[src/rtl/uart_pkg.sv]
// Shared UART definitions: receiver FSM states, parity-mode encodings and
// a counter-width helper used by the receiver and the sample-tick divider.
package uart_pkg;

  typedef enum logic [2:0] {
    IDLE,
    START,
    DATA,
    PARITY,
    STOP
  } state_e;

  localparam logic PAR_EVEN = 1'b0;
  localparam logic PAR_ODD  = 1'b1;

  // Bits needed to hold 0..n-1, never less than one.
  function automatic int cnt_w(input int n);
    return (n <= 2) ? 1 : $clog2(n);
  endfunction

endpackage

[src/rtl/uart_rx_par_if.sv]
// Receive-side byte handshake: the receiver (master) offers a word plus its
// error flags, the consumer (slave) answers with ready_in.
interface uart_rx_par_if #(
  parameter int DATA_BITS = 8
);
  logic [DATA_BITS-1:0] data_out;
  logic                 valid_out;
  logic                 ready_in;
  logic                 parity_err;
  logic                 frame_err;

  modport master (output data_out, valid_out, parity_err, frame_err, input ready_in);
  modport slave  (input data_out, valid_out, parity_err, frame_err, output ready_in);
endinterface

[src/rtl/uart_sample_tick.sv]
// Sample-rate divider: one-clk tick every CLKS_PER_SAMPLE clocks.
// Shared with the matching transmitter.
module uart_sample_tick
  import uart_pkg::*;
#(
  parameter int CLKS_PER_SAMPLE = 1
)(
  input  logic clk,
  input  logic n_rst,
  output logic tick
);

  localparam int CW = cnt_w(CLKS_PER_SAMPLE);
  localparam logic [CW-1:0] C_LAST = CW'(CLKS_PER_SAMPLE - 1);

  logic [CW-1:0] cnt_q, cnt_d;

  // With CLKS_PER_SAMPLE=1 the counter sits at 0 and tick stays high.
  assign tick = (cnt_q == C_LAST);

  always_comb begin
    cnt_d = tick ? '0 : cnt_q + CW'(1);
  end

  always_ff @(posedge clk or negedge n_rst) begin
    if (!n_rst) cnt_q <= '0;
    else        cnt_q <= cnt_d;
  end

endmodule

[src/rtl/uart_rx_par.sv]
// UART receiver with runtime parity/stop config, 3-sample majority vote,
// error flags and a valid/ready holding register with overrun detection.
module uart_rx_par
  import uart_pkg::*;
#(
  parameter int DATA_BITS       = 8,
  parameter int OVERSAMPLING    = 16,
  parameter int CLKS_PER_SAMPLE = 1,
  parameter int SYNC_STAGES     = 2
)(
  input  logic          clk,
  input  logic          n_rst,
  input  logic          rx,
  input  logic          parity_en,
  input  logic          parity_odd,
  input  logic          two_stop,
  output logic          overrun,
  output logic          busy,
  uart_rx_par_if.master rx_if
);

  localparam int SW = cnt_w(OVERSAMPLING);
  localparam int BW = cnt_w(DATA_BITS);
  localparam logic [SW-1:0] S_LAST = SW'(OVERSAMPLING - 1);
  localparam logic [SW-1:0] S_M1   = SW'(OVERSAMPLING / 2 - 1);
  localparam logic [SW-1:0] S_M    = SW'(OVERSAMPLING / 2);
  localparam logic [SW-1:0] S_P1   = SW'(OVERSAMPLING / 2 + 1);
  localparam logic [BW-1:0] B_LAST = BW'(DATA_BITS - 1);

  logic tick;

  uart_sample_tick #(.CLKS_PER_SAMPLE(CLKS_PER_SAMPLE)) u_tick (
    .clk   (clk),
    .n_rst (n_rst),
    .tick  (tick)
  );

  state_e                 state_q, state_d;
  logic [SYNC_STAGES-1:0] sync_q, sync_d;
  logic [SW-1:0]          samp_q, samp_d;
  logic [BW-1:0]          bit_q, bit_d;
  logic                   stop_q, stop_d;
  logic [DATA_BITS-1:0]   shreg_q, shreg_d;
  logic                   s0_q, s0_d, s1_q, s1_d;
  logic                   cfg_par_q, cfg_par_d, cfg_odd_q, cfg_odd_d, cfg_two_q, cfg_two_d;
  logic                   p_err_q, p_err_d, f_err_q, f_err_d;
  logic [DATA_BITS-1:0]   data_q, data_d;
  logic                   valid_q, valid_d, perr_q, perr_d, ferr_q, ferr_d;
  logic                   ovr_q, ovr_d, busy_q, busy_d;

  logic rx_s, maj, is_vote, is_last, complete;

  assign rx_s    = sync_q[SYNC_STAGES-1];
  assign maj     = (s0_q & s1_q) | (s0_q & rx_s) | (s1_q & rx_s);
  assign is_vote = (samp_q == S_P1);
  assign is_last = (samp_q == S_LAST);

  always_comb begin
    state_d   = state_q;
    sync_d    = {sync_q[SYNC_STAGES-2:0], rx};
    samp_d    = samp_q;
    bit_d     = bit_q;
    stop_d    = stop_q;
    shreg_d   = shreg_q;
    s0_d      = s0_q;
    s1_d      = s1_q;
    cfg_par_d = cfg_par_q;
    cfg_odd_d = cfg_odd_q;
    cfg_two_d = cfg_two_q;
    p_err_d   = p_err_q;
    f_err_d   = f_err_q;
    data_d    = data_q;
    valid_d   = valid_q;
    perr_d    = perr_q;
    ferr_d    = ferr_q;
    ovr_d     = 1'b0;
    complete  = 1'b0;

    if (valid_q && rx_if.ready_in) valid_d = 1'b0;

    if (tick && state_q != IDLE) begin
      samp_d = is_last ? '0 : samp_q + SW'(1);
      if (samp_q == S_M1) s0_d = rx_s;
      if (samp_q == S_M)  s1_d = rx_s;
    end

    if (tick) begin
      case (state_q)
        IDLE: if (!rx_s) begin
          state_d   = START;
          samp_d    = '0;
          cfg_par_d = parity_en;
          cfg_odd_d = parity_odd;
          cfg_two_d = two_stop;
          p_err_d   = 1'b0;
          f_err_d   = 1'b0;
        end
        START: begin
          if (is_vote && maj) state_d = IDLE;
          else if (is_last) begin
            state_d = DATA;
            bit_d   = '0;
          end
        end
        DATA: begin
          if (is_vote) shreg_d = {maj, shreg_q[DATA_BITS-1:1]};
          if (is_last) begin
            if (bit_q == B_LAST) begin
              state_d = cfg_par_q ? PARITY : STOP;
              stop_d  = 1'b0;
            end else begin
              bit_d = bit_q + BW'(1);
            end
          end
        end
        PARITY: begin
          if (is_vote && (maj != (^shreg_q ^ cfg_odd_q))) p_err_d = 1'b1;
          if (is_last) begin
            state_d = STOP;
            stop_d  = 1'b0;
          end
        end
        STOP: begin
          if (is_vote) begin
            if (!maj) f_err_d = 1'b1;
            if (stop_q == cfg_two_q) complete = 1'b1;
          end
          if (is_last) stop_d = 1'b1;
        end
        default: state_d = IDLE;
      endcase
    end

    // Finish on the last stop vote so a following start edge is caught early.
    if (complete) begin
      state_d = IDLE;
      if (!valid_q || rx_if.ready_in) begin
        data_d  = shreg_q;
        perr_d  = p_err_q;
        ferr_d  = f_err_q | ~maj;
        valid_d = 1'b1;
      end else begin
        ovr_d = 1'b1;
      end
    end

    busy_d = (state_d != IDLE);
  end

  always_ff @(posedge clk or negedge n_rst) begin
    if (!n_rst) begin
      state_q   <= IDLE;
      sync_q    <= '1;
      samp_q    <= '0;
      bit_q     <= '0;
      stop_q    <= 1'b0;
      shreg_q   <= '0;
      s0_q      <= 1'b0;
      s1_q      <= 1'b0;
      cfg_par_q <= 1'b0;
      cfg_odd_q <= 1'b0;
      cfg_two_q <= 1'b0;
      p_err_q   <= 1'b0;
      f_err_q   <= 1'b0;
      data_q    <= '0;
      valid_q   <= 1'b0;
      perr_q    <= 1'b0;
      ferr_q    <= 1'b0;
      ovr_q     <= 1'b0;
      busy_q    <= 1'b0;
    end else begin
      state_q   <= state_d;
      sync_q    <= sync_d;
      samp_q    <= samp_d;
      bit_q     <= bit_d;
      stop_q    <= stop_d;
      shreg_q   <= shreg_d;
      s0_q      <= s0_d;
      s1_q      <= s1_d;
      cfg_par_q <= cfg_par_d;
      cfg_odd_q <= cfg_odd_d;
      cfg_two_q <= cfg_two_d;
      p_err_q   <= p_err_d;
      f_err_q   <= f_err_d;
      data_q    <= data_d;
      valid_q   <= valid_d;
      perr_q    <= perr_d;
      ferr_q    <= ferr_d;
      ovr_q     <= ovr_d;
      busy_q    <= busy_d;
    end
  end

  assign rx_if.data_out   = data_q;
  assign rx_if.valid_out  = valid_q;
  assign rx_if.parity_err = perr_q;
  assign rx_if.frame_err  = ferr_q;
  assign overrun          = ovr_q;
  assign busy             = busy_q;

endmodule

[src/flat_wrapper.sv]
// flat-port wrapper written by rule: the top's interface ports become plain ports
module uart_rx_par_flat import uart_pkg::*;
#(
  parameter int DATA_BITS       = 8,
  parameter int OVERSAMPLING    = 16,
  parameter int CLKS_PER_SAMPLE = 1,
  parameter int SYNC_STAGES     = 2
)
  (clk, n_rst, rx, parity_en, parity_odd, two_stop, overrun, busy, rx_if_data_out, rx_if_valid_out, rx_if_parity_err, rx_if_frame_err, rx_if_ready_in);
  uart_rx_par_if #(.DATA_BITS(DATA_BITS)) rx_if_i ();
  input  logic clk;
  input  logic n_rst;
  input  logic rx;
  input  logic parity_en;
  input  logic parity_odd;
  input  logic two_stop;
  output logic overrun;
  output logic busy;
  output wire logic [$bits(rx_if_i.data_out)-1:0] rx_if_data_out;
  output wire logic [$bits(rx_if_i.valid_out)-1:0] rx_if_valid_out;
  output wire logic [$bits(rx_if_i.parity_err)-1:0] rx_if_parity_err;
  output wire logic [$bits(rx_if_i.frame_err)-1:0] rx_if_frame_err;
  input wire logic [$bits(rx_if_i.ready_in)-1:0] rx_if_ready_in;
  assign rx_if_data_out = rx_if_i.data_out;
  assign rx_if_valid_out = rx_if_i.valid_out;
  assign rx_if_parity_err = rx_if_i.parity_err;
  assign rx_if_frame_err = rx_if_i.frame_err;
  assign rx_if_i.ready_in = rx_if_ready_in;
  uart_rx_par #(.DATA_BITS(DATA_BITS), .OVERSAMPLING(OVERSAMPLING), .CLKS_PER_SAMPLE(CLKS_PER_SAMPLE), .SYNC_STAGES(SYNC_STAGES)) u_core (.clk(clk), .n_rst(n_rst), .rx(rx), .parity_en(parity_en), .parity_odd(parity_odd), .two_stop(two_stop), .overrun(overrun), .busy(busy), .rx_if(rx_if_i));
endmodule
[config.mk]
export PLATFORM = sky130hd
export DESIGN_NAME = uart_rx_par_flat
export DESIGN_NICKNAME = d
export VERILOG_FILES = /design/src/rtl/uart_pkg.sv /design/src/rtl/uart_rx_par_if.sv /design/src/rtl/uart_sample_tick.sv /design/src/rtl/uart_rx_par.sv /design/src/flat_wrapper.sv
export SDC_FILE = /design/constraint.sdc
export NUM_CORES = 1
export LEC_CHECK = 0
export BUFFER_PORTS_ARGS = -buffer_cell sky130_fd_sc_hd__buf_2
export CORE_ASPECT_RATIO = 1.75
export CORE_MARGIN = 2
export CORE_UTILIZATION = 60
export DETAILED_ROUTE_END_ITERATION = 10
export PLACE_DENSITY = 0.87
export REMOVE_ABC_BUFFERS = 1
export SYNTH_ARGS = -nofsm -noshare
export SYNTH_HDL_FRONTEND = slang
export SYNTH_SLANG_ARGS = --single-unit
[constraint.sdc]
create_clock -name clk -period 2.7 [get_ports clk]
set_input_delay 0 -clock clk [delete_from_list [all_inputs] [get_ports clk]]
set_output_delay 0 -clock clk [all_outputs]
set_load 0.05 [all_outputs]
[Yosys cells after proc, flatten, opt, wreduce, memory -nomap -nowiden]
Cells that the tools add are included.
Operators by class
  add/subtract/negate cells: 3
  equal/unequal tests: 22
  muxes and demuxes: 41
  bitwise gates (word level): 10
  reductions and logical operators: 23
Operators with widths (count)
  3-bit 2-to-1 mux: 13
  4-bit 2-to-1 mux: 5
  1-bit 2-to-1 mux: 18
  3-bit case mux with 5 select lines: 1
  2-bit by 1-bit inequality test with 1-bit output (second input constant): 7
  4-bit == test (second input constant): 3
  6-bit AND reduction: 2
  3-bit nonzero test: 3
  2-bit inequality test (second input constant): 4
  8-bit XOR reduction: 1
  3-bit by 2-bit == test with 1-bit output (second input constant): 2
  3-bit == test (second input constant): 2
  3-bit case mux with 2 select lines: 1
  2-bit AND reduction: 3
  3-bit AND reduction: 2
  2-bit nonzero test: 3
  5-bit AND reduction: 1
  4-bit by 1-bit adder with 4-bit output (second input constant): 1
  4-bit by 3-bit == test with 1-bit output (second input constant): 1
  1-bit logical AND: 4
  1-bit case mux with 2 select lines: 2
  4-bit AND reduction: 1
  3-bit by 1-bit adder with 3-bit output (second input constant): 1
  1-bit AND: 3
  other kinds (11): 15
Word-level totals
  register bits after elaboration: 42
  input bits: 7

[Logic depth before layout (Yosys ltp)]
Gate-level depths: netlist of the first run.
  depth after elaboration: 9
  gate-level depth with buffers: 7
  depth with buffers taken out: 6

[By module]
A second synthesis of the first run with hierarchy kept.
Unflattened totals
  cell total of the unflattened synthesis: 166
  area, all modules: 1986.9 µm²
Modules (own cells, without submodules)
  uart_rx_par: times used 1, cells an instance 164, area each 1975.6 µm², seq. area each 1028.5 µm²
  uart_sample_tick: times used 1, cells an instance 2, area each 11.3 µm², seq. area each 0.0 µm²

[Worst setup path after synthesis of the first run]
Ideal clock, no wire load.
  path type: reg2reg
  start point: register u_core.samp_q[0]
  end point: register u_core.data_q[2] (netlist: u_core.rx_if.data_out[2])
  arrival: 1.551 ns
  required time: 2.575 ns
  path slack: 1.025 ns
  stages on the path, launching flop included: 7
  period minus slack after synthesis: 1.675 ns
  cell sequence: dfrtp_1 -> ha_1 -> and3b_1 -> buf_4 -> and2_2 -> nand3_4 -> mux2_2
Between the ends
  longest elaborated chain between the ends: 5
Ends and longest elaborated chain
  from (decl): RTL line uart_rx_par.sv:40  | logic [SW-1:0] samp_q, samp_d;
  from (signal assigned): RTL line uart_rx_par.sv:174  | samp_q <= samp_d;
  4-bit == test: RTL line uart_rx_par.sv:55  | assign is_vote = (samp_q == S_P1);
  1-bit 2-to-1 mux: RTL line uart_rx_par.sv:124  | if (is_vote) begin
  1-bit 2-to-1 mux: RTL line uart_rx_par.sv:88  | case (state_q)
  1-bit 2-to-1 mux: RTL line uart_rx_par.sv:87  | if (tick) begin
  2-bit AND reduction (no line)
  to (signal assigned): RTL line uart_rx_par.sv:185  | data_q <= data_d;
  to (decl): RTL line uart_rx_par.sv:47  | logic [DATA_BITS-1:0] data_q, data_d;
Every way passes these cells.
A chain may end at the register's enable or synchronous reset.

[Final worst setup path of the first run]
  start point: register u_core.samp_q[1]
  end point: register u_core.ferr_q (netlist: u_core.rx_if.frame_err)
Between the ends
  longest elaborated chain between the ends: 5
Ends and longest elaborated chain
  4-bit == test: RTL line uart_rx_par.sv:55
  1-bit 2-to-1 mux: RTL line uart_rx_par.sv:124
  1-bit 2-to-1 mux: RTL line uart_rx_par.sv:88
  1-bit 2-to-1 mux: RTL line uart_rx_par.sv:87
  2-bit AND reduction (no line)
  to (signal assigned): RTL line uart_rx_par.sv:188  | ferr_q <= ferr_d;
  to (decl): RTL line uart_rx_par.sv:48  | logic valid_q, valid_d, perr_q, perr_d, ferr_q, ferr_d;
Every way passes these cells.

==> results of run 1 <==
critical path, cell delays in order (launching register included):
cell	delay, ps
dfrtp_1	420
inv_1	120
ha_1	160
and3b_1	290
and2_2	240
nand3_4	160
mux2_1	370
power by group through the flow:
stage,clock network (mW),registers (mW),logic (mW)
floorplan,0,0.844,0.322
global placement,0,0.844,0.412
detailed placement,0,0.857,0.441
CTS,0.506,0.846,0.451
global route,0.540,0.868,0.508
finish,0.496,0.852,0.454
cell usage in the layout (no fill, tap or decap), drive strengths merged:
cell type,n
nand4b,1
ha,5
o41ai,1
dfstp,2
nand3,7
bufinv,1
xnor3,1
and3,1
nand2,19
or2b,1
nand2b,4
and3b,1
dfrtp,39
nand3b,1
and2,1
o22a,1
a31o,1
xor2,1
o211ai,2
a221o,1
dlygate4sd3,5
nor2,9
inv,5
a21oi,3
nor3b,2
mux2,21
nor3,3
nand4,1
buf,19
o21ai,7
clkbuf,7
xnor2,7
a22o,2
a22oi,1
nor2b,2
or3,1
maj3,1
o31ai,1
sequential cells by signal, summed over array words and instances (netlist names), 2 cells and up:
register	cells
u_core.state_q	3
u_core.bit_q	3
u_core.samp_q	4
u_core.shreg_q	8
u_core.sync_q	2
u_core.rx_if.data_out	8
final cells by class:
| cell class | count | area (um^2) |
|---|---|---|
| flip-flops and latches | 41 | 1030 |
| clock inverters | 1 | 30.0 |
| well taps | 43 | 53.8 |
| clock buffers | 7 | 86.3 |
| fillers | 229 | 915 |
| multi-input cells | 110 | 831 |
| inverters | 5 | 18.8 |
| repair buffers | 24 | 145 |
worst paths after layout:
| path | cells past startpoint | endpoint | startpoint | slack [ps] |
|---|---|---|---|---|
| worst min-delay path | 3 | u_core.overrun | rx_if_ready_in | 100 |
| worst max register to register | 6 | u_core.rx_if.frame_err | u_core.samp_q[1] | 830 |
| worst min register to register | 0 | u_core.sync_q[1] | u_core.sync_q[0] | 360 |
| max in group asynchronous | 2 | u_core.bit_q[1] | n_rst | 1790 |
| min in group asynchronous | 2 | u_core.rx_if.data_out[3] | n_rst | 360 |
| worst max-delay path | 6 | u_core.rx_if.frame_err | u_core.samp_q[1] | 830 |
cells by family after synthesis:
group / count (synthesis) / share of synthesized area
adder cells (fa/ha/maj): 6 / 0.0387
AO/OA/AOI/OAI: 20 / 0.0727
AND/OR/NAND/NOR: 54 / 0.151
flip-flops: 41 / 0.539
XOR/XNOR: 9 / 0.0485
multiplexers: 21 / 0.124
buffers and inverters: 10 / 0.0262
routing by layer:
metal,share of wire,up-vias
met5,0,-
met4,0.027,0
met3,0.037,10
met2,0.57,38
met1,0.36,627
li1,-,605
==> results.md, run 1 <==
- Post-synth top area share: 0.511
- RSZ-0062 raised after global routing: false
- Pins Over Slew Limit: 0
- Die area: 3670 um^2
- DRC: 0
- Post-synth top cells: dfrtp_1 (39), nand2_1 (19), mux2_2 (14)
- # rows: 27
- Vias per inst: 5.54
- Hold WC Path Type: in -> reg
- Clock skew: around 6 ps
- Vias: 1280
- Synth area leaders: dfrtp_1 (51%), mux2_2 (8.3%), mux2_1 (4.1%)
- Final WL: 3540 um
- Vias in the first global route: 1315
- Area delta synth->final: 14.9%
- Synth unique cells: 44
- Yosys warning count: 0
- Worst EP required: 2870 ps
- Minimum clock period: 1870 ps
- PD cells: around 820 nW/um^2
- Worst Path Max Fanout: 10
- Boundary Pins: 20
- Post-Layout Cell Count: 231
- Period utilization: 0.693
- Ys async rst share: 1.00
- Die height: 78.6 um
- DP Area: 2030 um^2
- Global-route met2 utilization: 0.404
- Worst-skew pair later-pin latency: 290 ps
- Post_cts resized: 0
- Least-Margin Pin Slew: 869 ps
- Maximum root-to-sink buffer count: 2
- Setup tns final: 0 ps
- Main flop type after synthesis: dfrtp_1
- Finished Cell Area: 2190 um^2
- Outcome: finished, final reports clean
- Flops & latches, synth: 41
- Pin count of the biggest net entering global routing: between 40 and 50
- Initial core utilization: 0.614
- Post-route ant nets: 0
- Rel. slew slack: 0.421
- Max Fclk: approximately 0.53 GHz
- Most frequent cell after synthesis: dfrtp_1
- Worst vdd ir: 0.560 mV
- WL per Instance: roughly 15 um
- Clock power share: 0.275
- Synthesized area: approximately 1900 um^2
- CORE AREA: 3110 um^2
- H-tree depth: 2
- CTS buffer count: 5
- Synth Area per Inst: between 10 and 15 um^2
- GP Congestion: 0.865
- Met1 Use GR: 0.232
- Crit start category: register
- Clk slew on worst S/H paths: 70 ps
- I/O Buffers: 19
- Number of post-CTS setup repair buffers: 0
- Part of the Yosys area used for sequential elements: 0.539
- GRT Resource Usage Total: 0.224
- GRT Max-Usage Layer: met2
- Root Driver: clkbuf_8
- First-pass GRT wire length: 5910 um
- Final #Nets: around 200
- CTS tree: done
- Largest area contributor in the netlist: dfrtp_1
- Setup violations, final: 0
- Combinational power share: 0.252
- DRT iter0 DRCs: 29
- CP Class: reg -> reg
- # hold bufs at CTS: 5
- Initial antenna violation count: 0
- Clk sinks: ~40
- Leak: between 1 and 1.5 nW
- Share of layout cells above drive strength 1: 0.255
- Die span in x: roughly 47 um
- DP Worst Slack: 857 ps
- Final setup margin: 830 ps
- GR Layer Usage met3: 0.0506
- EDFF count, synth: 0
- Hold WS: slightly below 100 ps
- Sequential Power Share: 0.473
- Cell count after synthesis: 161
- Tot Pwr: 1.80 mW
- Internal: ~1.2 mW
- Layout Utilization: 0.706
- Crit path capture type: register
- Final Hold Vio Count: 0
- DR pass1 iterations: 5
- Gr ovfl total: 0
- Placed insts: 218
- Sw power: 585 uW
- Maxcap violations: 0
- N_diodes: 0
- Fraction of power spent switching nets: 0.325
- Worst EP arrival: 2040 ps
Note: power is estimated with default switching activity, not from simulation.
==> run 2, diff against run 1 <==
Settings changed: CORE_UTILIZATION 60 to 52, PLACE_DENSITY 0.87 to 0.81.
Clock period 2.7 ns to 1.5 ns, I/O delays scaled along.
==> run 2 against run 1 <==
The run now ends with negative setup slack left. Worst hold slack gained 50 ps. Non-clock buffer count grew 25. Sequential share of layout area fell by 6.9 points. Largest power group unchanged. Highest routed layer unchanged.
==> results.md, run 2 (synthesis results as in run 1) <==
- GRT Resource Usage Total: 0.241
- Maxcap violations: 0
- Worst-skew pair later-pin latency: 300 ps
- Clk sinks: 41
- Crit path capture type: register
- Clock skew: roughly 11 ps
- Rel. slew slack: 0.790
- Initial core utilization: 0.537
- Maximum root-to-sink buffer count: 2
- Crit start category: register
- Vias per inst: 5.62
- Worst Path Max Fanout: 5
- Filler Cell Count: 247
- Final #Nets: 225
- Worst vdd ir: 1.13 mV
- Hold depth: 3
- Die height: 84.2 um
- Post-DP HPWL: 2880 um
- CP Class: reg -> reg
- GP Congestion: 0.884
- Combinational power share: 0.363
- Final WL: 4650 um
- Internal: 2.49 mW
- R2r worst-path depth: 6
- Pin count of the biggest net entering global routing: between 40 and 50
- Sequential Power Share: 0.391
- H-tree depth: 2
- Outcome: complete, but fails checks
- Setup tns final: -2760 ps
- I/O Buffers: 19
- Seq. cell area: 1030 um^2
- DR pass1 iterations: 4
- WL per Instance: roughly 18 um
- CTS tree: done
- Least-Margin Pin Slew: 311 ps
- Layout Utilization: 0.726
- Worst EP required: 1690 ps
- Minimum clock period: around 1600 ps
- CORE AREA: 3560 um^2
- Worst EP arrival: 1830 ps
- Max Fclk: ~0.61 GHz
- DRC: 0
- Area delta synth->final: 35.3%
- Most frequent cells in the layout: dfrtp_1 (36), buf_4 (24), buf_2 (19), nand2_1 (18), mux2_4 (18)
- Sw power: between 1 and 1.5 mW
- N_diodes: 0
- RSZ-0062 raised after global routing: true
- PD cells: 1480 nW/um^2
- Failing checks: negative setup slack
- Vias: 1461
- DRT iter0 DRCs: 51
- Most common cell after layout, fill and taps aside: dfrtp_1
- # rows: 29
- Die span in x: roughly 50 um
- Root Driver: clkbuf_8
- Pins Over Slew Limit: 0
- Final setup margin: -141 ps
- Boundary Pins: 20
- Clock power share: 0.245
- Share of layout cells above drive strength 1: 0.472
- Gr ovfl total: 0
- Vias in the first global route: 1532
- CTS buffer count: 5
- Setup violations, final: 27
- Multi-input logic area: 1010 um^2
- Period utilization: 1.09
- Leak: 1.28 nW
- Post-route ant nets: 0
- Die area: 4190 um^2
- Clk slew on worst S/H paths: roughly 80 ps
- Initial antenna violation count: 0
- Fraction of power spent switching nets: 0.349
- Hold WC Path Type: in -> reg
- First-pass GRT wire length: 7390 um
- Final Hold Vio Count: 0
[run 2: cell types whose count changed in the layout (fill, tap and decap cells not counted), moves of 3 or more]
cell | before | now
ha_1 | 5 | 2
mux2_4 | 0 | 18
mux2_2 | 14 | 3
buf_4 | 0 | 24
dfrtp_1 | 39 | 36
mux2_1 | 7 | 0
dfrtp_2 | 0 | 3
[run 2: worst paths after layout]
| check | from | slack, ps | to |
|---|---|---|---|
| max | u_core.samp_q[1] | -140 | u_core.rx_if.data_out[7] |
| min | rx_if_ready_in | 150 | u_core.rx_if.valid_out |
| max reg2reg | u_core.samp_q[1] | -140 | u_core.rx_if.data_out[7] |
| min reg2reg | u_core.sync_q[0] | 360 | u_core.sync_q[1] |
| max in group asynchronous | n_rst | 1020 | u_core.sync_q[1] |
| min in group asynchronous | n_rst | 210 | u_core.rx_if.data_out[3] |
[run 2: area by class of cell]
cell class / count / share of cell area
Tap cell: 46 / 0.0223
Multi-Input combinational cell: 111 / 0.391
Clock inverter: 2 / 0.0145
Inverter: 5 / 0.00727
Clock buffer: 6 / 0.0320
Timing Repair Buffer: 49 / 0.134
Sequential cell: 41 / 0.400
[run 2: what timing repair did]
item | in CTS | in global routing
endpoints found under the setup margin | 27 | 33
pin swaps | 5 | 2
setup buffers | 1 | 1
hold buffers | 5 | 0
gates cloned | 1 | 0
hold endpoints to repair | 45 | 0
gates resized for setup | 33 | 13
[run 2: routing by layer]
layer,vias to the layer above,share of wire,global-route usage
met2,48,0.56,0.433
met5,-,0,0
met4,0,0.047,0.144
li1,665,-,-
met3,20,0.027,0.0409
met1,728,0.37,0.254
[run 2: critical path, cell delays in order (launching register included)]
cell and delay [ps]:
dfrtp_1 410, inv_2 90, ha_4 120, and3b_2 230
and2_4 200, nand3_4 130, mux2_4 330
[run 2: per-stage QoR]
| step | cell area, um^2 | power (mW) | worst slack [ps] | hold WS, ps | instances |
|---|---|---|---|---|---|
| 2_1_floorplan | 1880 | 2.10 | -139 | -296 | 156 |
| 3_3_place_gp | 2220 | 2.52 | -98.9 | -20.1 | 244 |
| 3_5_place_dp | 2220 | 2.60 | -210 | -15.7 | 244 |
| 4_1_cts | 2530 | 3.64 | -93.2 | 151 | 259 |
| 5_1_grt | 2580 | 4.00 | -181 | 169 | 260 |
| 6_report | 2580 | 3.83 | -141 | 148 | 260 |
[run 2: power by group through the flow]
| stage | sequential [mW] | clock (mW) | combinational (mW) |
|---|---|---|---|
| 2_1_floorplan | 1.52 | 0 | 0.580 |
| 3_3_place_gp | 1.45 | 0 | 1.07 |
| 3_5_place_dp | 1.47 | 0 | 1.13 |
| 4_1_cts | 1.46 | 0.934 | 1.24 |
| 5_1_grt | 1.51 | 0.989 | 1.50 |
| 6_report | 1.50 | 0.938 | 1.39 |
==> run 3, diff against run 2 <==
Settings changed: BUFFER_PORTS_ARGS -buffer_cell sky130_fd_sc_hd__buf_2 to -buffer_cell sky130_fd_sc_hd__buf_4.
==> run 3 against run 2 <==
The flow still finishes with violations (negative setup slack). Power fell by 1.3%. Clock skew fell by 5.5 ps. Fmax rose by 2.8%. First-iteration DRC count rose by 24%. Critical path depth did not move. Clock power fell by 26%. Global-route usage rose by 0.57 points. Critical endpoint is now u_core.rx_if.parity_err.
==> results.md, run 3 (synthesis results as in run 1) <==
- Post-route ant nets: 0
- CTS tree: done
- Initial antenna violation count: 0
- Initial core utilization: 0.537
- First-pass GRT wire length: ~7600 um
- Share of layout cells above drive strength 1: 0.479
- Vias per inst: 5.57
- Least-Margin Pin Slew: ~500 ps
- Leak: 1.32 nW
- Post-DP HPWL: 2830 um
- Failing checks: negative setup slack
- GRT Resource Usage Total: 0.246
- DP Worst Slack: -157 ps
- Die height: 84.2 um
- Final setup margin: -97.0 ps
- Met1 Use GR: 0.259
- Hold WC Path Type: in -> reg
- R2r worst-path depth: 6
- DRT iter0 DRCs: between 60 and 70
- Most frequent cells in the layout: buf_4 (46), dfrtp_1 (39), mux2_4 (20), nand2_1 (17), nor2_1 (9)
- DRC: 0
- CP Class: reg -> reg
- Setup violations, final: 21
- Vias in the first global route: 1552
- Final Hold Vio Count: 0
- GR Layer Usage met3: 0.0480
- Rel. slew slack: 0.667
- Clk slew on worst S/H paths: 70 ps
- Root Driver: clkbuf_8
- Crit path capture type: register
- DR pass1 iterations: 4
- Period utilization: 1.06
- Vias: roughly 1500
- Minimum clock period: 1600 ps
- Worst vdd ir: between 1 and 1.5 mV
- Die area: around 4200 um^2
- Worst EP arrival: 1780 ps
- Clk sinks: 41
- Most common cell after layout, fill and taps aside: buf_4
- Worst Path Max Fanout: 5
- Global-route met2 utilization: 0.453
- I/O Buffers: 19
- Crit start category: register
- Boundary Pins: 20
- # rows: 29
- Final WL: 4680 um
- H-tree depth: 2
- PD cells: 1410 nW/um^2
- Maximum root-to-sink buffer count: 2
- Clock skew: 5.49 ps
- Die span in x: 49.8 um
- CTS buffer count: 5
- Setup tns final: -1460 ps
- Worst-skew pair later-pin latency: 300 ps
- CORE AREA: 3560 um^2
- Worst EP required: between 1500 and 2000 ps
- Hold depth: 3
- RSZ-0062 raised after global routing: true
- N_diodes: 0
- Tot Pwr: 3.78 mW
- Outcome: complete, but fails checks
- Maxcap violations: 0
- GP Congestion: 0.846
- Max Fclk: between 0.6 and 0.7 GHz
- Area delta synth->final: 40.4%
- Pins Over Slew Limit: 0
- WL per Instance: 17.7 um
- GRT Max-Usage Layer: met2
- Final #Nets: 230
- Gr ovfl total: 0
- Layout Utilization: 0.754
- Pin count of the biggest net entering global routing: 42
-- run 3: cell types whose count changed in the layout (fill, tap and decap cells not counted), sizes merged --
cell	before	now
clkinv	0	2
clkinvlp	1	0
buf	44	49
bufinv	1	0
-- run 3: worst paths after layout --
path	end	slack (ps)	from
setup / recovery	u_core.rx_if.parity_err	-100	u_core.samp_q[1]
hold / removal	u_core.overrun	160	rx_if_ready_in
setup reg to reg	u_core.rx_if.parity_err	-100	u_core.samp_q[1]
hold reg to reg	u_core.sync_q[1]	360	u_core.sync_q[0]
max in group asynchronous	u_core.sync_q[0]	920	n_rst
min in group asynchronous	u_core.rx_if.data_out[3]	220	n_rst
-- run 3: cell type report --
| class | count | area [um^2] |
|---|---|---|
| Timing Repair Buffer | 54 | 429 |
| Clock inverter | 2 | 10.0 |
| Sequential cell | 41 | 1030 |
| Inverter | 5 | 21.3 |
| Fill cell | 238 | 876 |
| Multi-Input combinational cell | 111 | 1060 |
| Clock buffer | 6 | 72.6 |
| Tap cell | 46 | 57.6 |
-- run 3: per-stage QoR --
stage                     cell area, um^2  hold WS, ps  instances
after CTS                            2610          174        263
after global routing                 2680          192        265
final                                2680          165        265
after floorplan                      1880         -296        156
after detailed placement             2260         2.40        245
after global placement               2260        -10.1        245
-- run 3: critical path, cell delays in order, from the launching register on --
cell and delay, ps:
dfrtp_1 390, inv_2 60, ha_1 130, and3b_2 220
and2_4 190, nand3_4 140, mux2_4 340
-- run 3: report_power, final --
group          switching [mW]  leakage [nW]  internal, mW  total [mW]
Clock                   0.371        0.0450         0.322       0.693
Combinational           0.826         0.733         0.810        1.64
Sequential              0.158         0.538          1.29        1.45
Total                    1.35          1.32          2.42        3.78
-- run 3: routing by layer --
layer	vias to the layer above	routed length, um
met2	36	2730
met4	0	154
met3	13	136
met1	750	1660
met5	-	0
li1	677	-
-- run 3: repair_timing --
action / 4_1_cts / 5_1_grt
setup buffers: 4 / 3
setup endpoints to repair: 28 / 31
cloned: 1 / 0
resized for setup: 44 / 12
endpoints found under the hold margin: 43 / 0
hold buffers: 5 / 0
pin swaps: 9 / 8
